File: config.mk
export PLATFORM = sky130hd
export DESIGN_NAME = rst_seq_multi
export DESIGN_NICKNAME = d
export VERILOG_FILES = /design/src/rtl/rst_seq_multi.sv
export SDC_FILE = /design/constraint.sdc
export NUM_CORES = 1
export LEC_CHECK = 0
export ABC_AREA = 1
export CORE_ASPECT_RATIO = 1.25
export CORE_MARGIN = 2
export CORE_UTILIZATION = 40
export DETAILED_ROUTE_END_ITERATION = 8
export HOLD_SLACK_MARGIN = 0.1
export PLACE_DENSITY = 0.73
export SYNTH_ARGS = -nofsm -noshare
export SYNTH_HDL_FRONTEND = slang
export SYNTH_SLANG_ARGS = --single-unit
File: constraint.sdc
create_clock -name clk_i -period 4.4 [get_ports clk_i]
set_input_delay 0.44 -clock clk_i [delete_from_list [all_inputs] [get_ports clk_i]]
set_output_delay 0.44 -clock clk_i [all_outputs]
set_load 0.02 [all_outputs]
File: src/rtl/rst_seq_multi.sv
`default_nettype none
// ============================================================================
// Module      : rst_seq_multi
// Description : Multi-channel reset sequencer. Holds every channel asserted,
//               releases each one at its own offset, and optionally repeats.
// Revision    : 1.0 - initial release
// ============================================================================
module rst_seq_multi #(
    parameter int                NUM_CH     = 4,
    parameter int                CNT_W      = 16,
    parameter int                ITER_W     = 8,
    parameter logic [NUM_CH-1:0] POL_MASK   = 4'b0011,
    parameter bit                AUTO_START = 1'b1
) (
    input  logic                    clk_i,
    input  logic                    rst_i,
    input  logic                    start_i,
    input  logic [CNT_W-1:0]        hold_cycles_i,
    input  logic [NUM_CH*CNT_W-1:0] rel_offset_i,
    input  logic [CNT_W-1:0]        run_cycles_i,
    input  logic [ITER_W-1:0]       repeat_i,
    output logic [NUM_CH-1:0]       rst_o,
    output logic                    busy_o,
    output logic                    done_o,
    output logic [ITER_W-1:0]       iter_o,
    output logic [1:0]              state_o
);

    typedef enum logic [1:0] {
        ST_IDLE = 2'd0,
        ST_HOLD = 2'd1,
        ST_REL  = 2'd2,
        ST_RUN  = 2'd3
    } state_t;

    localparam logic [CNT_W-1:0]  CNT_ONE  = {{(CNT_W-1){1'b0}}, 1'b1};
    localparam logic [ITER_W-1:0] ITER_ONE = {{(ITER_W-1){1'b0}}, 1'b1};

    state_t                    state_q, state_d;
    logic [CNT_W-1:0]          cnt_q, cnt_d;
    logic [ITER_W-1:0]         iter_q, iter_d;
    logic [NUM_CH-1:0]         a_q, a_d;
    logic [NUM_CH-1:0]         rst_q;
    logic                      busy_q;
    logic                      done_q, done_d;

    logic [CNT_W-1:0]          hold_q;
    logic [NUM_CH*CNT_W-1:0]   off_q;
    logic [CNT_W-1:0]          run_q;
    logic [ITER_W-1:0]         rep_q;
    logic                      load_cfg;

    logic [CNT_W-1:0]          cnt_inc;
    logic [ITER_W-1:0]         iter_inc;
    logic [CNT_W-1:0]          hold_last;
    logic [CNT_W-1:0]          run_last;
    logic [ITER_W-1:0]         rep_eff;

    // Both counters saturate rather than wrap.
    assign cnt_inc   = (&cnt_q)  ? cnt_q  : cnt_q + CNT_ONE;
    assign iter_inc  = (&iter_q) ? iter_q : iter_q + ITER_ONE;
    assign hold_last = (hold_q == '0) ? '0 : hold_q - CNT_ONE;
    assign run_last  = run_q - CNT_ONE;
    assign rep_eff   = (rep_q == '0) ? ITER_ONE : rep_q;

    always_comb begin
        state_d  = state_q;
        cnt_d    = cnt_q;
        iter_d   = iter_q;
        a_d      = a_q;
        load_cfg = 1'b0;

        case (state_q)
            ST_IDLE: begin
                a_d = '1;
                if (AUTO_START) begin
                    state_d  = ST_HOLD;
                    cnt_d    = '0;
                    load_cfg = 1'b1;
                end
            end
            ST_HOLD: begin
                a_d = '1;
                if (cnt_q == hold_last) begin
                    state_d = ST_REL;
                    cnt_d   = '0;
                    for (int c = 0; c < NUM_CH; c++) begin
                        a_d[c] = (off_q[c*CNT_W +: CNT_W] != '0);
                    end
                end else begin
                    cnt_d = cnt_inc;
                end
            end
            ST_REL: begin
                // a_d is computed against the upcoming count so the flopped output lands on cnt == offset.
                if (a_q == '0) begin
                    state_d = ST_RUN;
                    cnt_d   = '0;
                    iter_d  = iter_inc;
                end else begin
                    cnt_d = cnt_inc;
                    for (int c = 0; c < NUM_CH; c++) begin
                        a_d[c] = a_q[c] & (off_q[c*CNT_W +: CNT_W] != cnt_inc);
                    end
                end
            end
            ST_RUN: begin
                a_d = '0;
                if ((run_q != '0) && (cnt_q == run_last) && (iter_q < rep_eff)) begin
                    state_d  = ST_HOLD;
                    cnt_d    = '0;
                    a_d      = '1;
                    load_cfg = 1'b1;
                end else begin
                    cnt_d = cnt_inc;
                end
            end
            default: begin
                state_d = ST_IDLE;
                a_d     = '1;
            end
        endcase

        if (start_i) begin
            state_d  = ST_HOLD;
            cnt_d    = '0;
            iter_d   = '0;
            a_d      = '1;
            load_cfg = 1'b1;
        end

        done_d = (state_d == ST_RUN) && ((run_q == '0) || (iter_d >= rep_eff));
    end

    always_ff @(posedge clk_i) begin
        if (rst_i) begin
            state_q <= ST_IDLE;
            cnt_q   <= '0;
            iter_q  <= '0;
            a_q     <= '1;
            rst_q   <= ~POL_MASK;
            busy_q  <= 1'b0;
            done_q  <= 1'b0;
            hold_q  <= '0;
            off_q   <= '0;
            run_q   <= '0;
            rep_q   <= '0;
        end else begin
            state_q <= state_d;
            cnt_q   <= cnt_d;
            iter_q  <= iter_d;
            a_q     <= a_d;
            rst_q   <= a_d ^ POL_MASK;
            busy_q  <= (state_d == ST_HOLD) || (state_d == ST_REL);
            done_q  <= done_d;
            if (load_cfg) begin
                hold_q <= hold_cycles_i;
                off_q  <= rel_offset_i;
                run_q  <= run_cycles_i;
                rep_q  <= repeat_i;
            end
        end
    end

    assign rst_o   = rst_q;
    assign busy_o  = busy_q;
    assign done_o  = done_q;
    assign iter_o  = iter_q;
    assign state_o = state_q;

endmodule
`default_nettype wire

==> qor.csv <==
stage,metric,value,unit
outcome,status,finished clean,
timing,worst-margin pin slew,1.16,ns
timing,Final Hold Vio Count,0,
synth,mux contribution to synthesized area,0,%
timing,setup repair after global routing missed its margin,false,
clock_network,Worst-path clk slew,0.06,ns
clock_network,hold_buf cts,0,
synth,Compound-Gate Fraction of Synth Area,2.50,%
final_layout,Final #Nets,1749,
synth,"Seq/Total Area, Yosys",31.0,%
timing,max_slew headroom,22.4,%
place,port bufs,122,
synth,xor/xnor cell area share of the yosys netlist,5.10,%
synth,average cell area after synthesis,5.86,sq um
clock_network,worst skew pair latency,0.43,ns
detailed_routing,DRC Markers,0,
pwr,PwrDens,334,nW/um^2
final_layout,fill count,2324,
final_layout,share of cells above drive strength 1,3.92,%
place,HPWL Detailed,19.3,mm
detailed_routing,Iter 0 DRT Violations,591,
setup_path,crit path max-delay cell type,nand2_8,
die,die height,171,microns
clock_network,CTS Buf Count,17,
setup_path,critical path data arrival time,3.52,ns
die,io pins,123,
synth,post-synthesis cell count,1522,
final_layout,Layout area overhead,21.7,%
timing,setup ws final,1.24,ns
synth,Adder-Cell Fraction of Synth Area,3.37,%
detailed_routing,Routed WL,26.1,mm
pwr,leakage,5.33,nW
die,initial core utilization,40.5,%
detailed_routing,WL met1,11.4,mm
grt,GRT Overall Usage,22.8,%
timing,Total Neg Setup Slack,0,ns
setup_path,critical path endpoint category,flop,
setup_path,RR Startpoint,run_q[0],
timing,Worst Skew,0.00998,ns
grt,total congestion overflow,0,
setup_path,R2R Path End,rep_q[3],
detailed_routing,via count,9188,
grt,first-pass GRT wire length,42.4,mm
pwr,worst IR drop on VDD,295,uV
detailed_routing,vias per std cell,4.80,
setup_path,highest net fanout along the worst path,197,
hold_path,Hold Path Cell Cnt,2,
setup_path,R2R depth,17,
pwr,"Power, Total",3.62,mW
timing,final setup fails,0,
setup_path,cell depth of the worst setup path,17,
run,# Max-Cap Violations,0,
hold_path,HP Start,a_q[3],
clock_network,clock sink count,138,
timing,fin crit share,71.8,%
setup_path,Startpoint Class,flop,
synth,Netlist Area Pre-Place,8920,sq um
place,routability cong.,0.952,
timing,achievable frequency,0.317,GHz
setup_path,Worst Path Buf+Inv,3,
die,core area,22100,sq um
grt,vias in the first global route,8772,
synth,"Net Count, Synth",1653,
setup_path,critical path required time,4.77,ns
setup_path,crit path cell chain,inv_2 -> ha_1 -> inv_1 -> nor2_1 -> nand3_2 -> nor2_2 -> nand2_1 -> xor2_1 -> nand3_1 -> nor2_1 -> nand3_1 -> nand2_2 -> nand2_8 -> buf_4 -> nand2_1 -> nand2_1 -> nor2_1,
timing,min cycle time layout,3.16,ns
detailed_routing,WL/cell,13.6,microns
detailed_routing,Detail Route Antenna Nets,0,
place,"worst slack, placed",1.19,ns
synth,Synth Area in Simple Gates,47.1,%
die,placement row count,61,
die,die area,23500,sq um
setup_path,"CP delay by family, top",simple AND/OR/NAND/NOR gates,
grt,largest net degree at the start of global routing,198,
detailed_routing,TritonRoute pass-1 iters,5,
die,Die W,138,microns
setup_path,Slowest Stage Delay on Critical Path,0.54,ns
timing,Pins Over Slew Limit,0,
detailed_routing,routed wl met3,1.09,mm
final_layout,Antenna diodes,0,
hold_path,Hold Crit Class,flop to flop,
grt,initial antenna violation count,0,
synth,largest family of logic cells by synthesized area,simple AND/OR/NAND/NOR gates,
detailed_routing,Highest Signal Layer,met4,
clock_network,post-cts sizing count,0,
clock_network,Root Buffer,clkbuf_16,
clock_network,postcts setup bufs,0,
setup_path,Setup CP Type,flop to flop,
clock_network,CTS H-Tree Depth,4,
synth,Ys Warns,0,
synth,Synth Register Bits,138,
clock_network,Clock Path Buffers,2,
clock_network,CTS tree,built,
setup_path,r2r setup slk,1.24,ns
hold_path,WHS Endpoint,a_q[3],
detailed_routing,met2 WL,12.3,mm
synth,library cells used by synthesis,35,
==> cells in the mapped netlist, drive strengths merged <==
cell type	instances	area share (%)
nand4	25	1.8
and2	1	0.070
a21oi	14	0.79
nand3	93	5.4
buf	29	2.1
o211ai	1	0.084
nand3b	3	0.25
and3	1	0.070
a211oi	1	0.084
nand2	510	22
o21bai	1	0.084
xnor2	4	0.39
ha	24	3.4
a21boi	2	0.17
o21ai	20	1.1
dfxtp	138	31
nor2	360	15
clkbuf	18	0.79
nor4	20	1.4
xor2	48	4.7
nor3	13	0.97
or2	1	0.070
o31ai	2	0.17
inv	193	8.1
==> layer usage <==
metal  vias up  global-route usage [%]
li1       4833                       -
met1      4036                    27.6
met2       252                    38.5
met3        67                    3.20
met4         0                    12.4
met5         -                       0
==> worst min-delay path, stage by stage (launching register included) <==
cell	delay, ns
dfxtp_1	0.32
nand3_1	0.08
nand3_1	0.06
==> state kept, by name, summed over array words and instances (netlist names) <==
| register | count |
|---|---|
| hold_q | 16 |
| off_q | 64 |
| rst_o | 2 |
| cnt_q | 16 |
| run_q | 16 |
| busy_o | 1 |
| state_o | 2 |
| iter_o | 8 |
| rep_q | 8 |
| a_q | 4 |
| done_o | 1 |
==> stage by stage <==
stage / util, % / hold WS (ns) / std cells / cell area, sq um
after detailed placement: 46.6 / 0.499 / 1882 / 10300
after CTS: 49.2 / 0.509 / 1914 / 10900
final: 49.2 / 0.509 / 1914 / 10900
after global routing: 49.2 / 0.557 / 1914 / 10900
after global placement: 46.6 / 0.491 / 1882 / 10300
after floorplan: - / 0.475 / 1522 / 8920
==> cells in the final DEF, fill, tap and decap left out, types with 8 or more instances in the layout <==
cell             netlist  final
clkdlybuf4s50_1        0    122
inv_2                  8      8
nor3_1                10     10
o21ai_0               16     16
inv_1                185    185
dfxtp_1              138    138
nor2_1               353    353
ha_1                  24     24
nor4_1                20     20
nand4_1               25     25
nand3_1               89     89
clkbuf_16              0     17
nand2_1              502    502
a21oi_1               14     14
xor2_1                48     48
==> logic make-up after synthesis <==
| kind of cell | after synthesis |
|---|---|
| simple gates | 1027 |
| xor+xnor | 52 |
| buf+inv | 240 |
| flops | 138 |
| compound gates | 41 |
| fa+ha+maj | 24 |
==> how the worst max path moves through the flow <==
stage | from | endpoint | slack [ns]
after floorplan | iter_o[1] | done_o | 1.66
after global placement | run_q[0] | rep_q[1] | 1.28
after detailed placement | run_q[0] | rep_q[5] | 1.19
after CTS | run_q[0] | rep_q[5] | 1.19
after global routing | run_q[0] | rep_q[3] | 0.74
final | run_q[0] | rep_q[3] | 1.24
==> power by group <==
group          switching, mW  leakage (nW)  internal (mW)
registers             0.0900          1.14           1.34
clock network          0.589         0.277          0.835
logic                  0.447          3.91          0.315
total                   1.13          5.33           2.49
==> cell type report <==
class,instances,area (sq um),area share [%]
Multi-Input combinational cell,1144,5190,47.8
Sequential cell,138,2760,25.4
Timing Repair Buffer,124,1250,11.5
Inverter,193,724,6.67
Tap cell,283,354,3.26
Clock buffer,18,429,3.95
Clock inverter,14,146,1.35
Power figures use the tool's default switching activity.
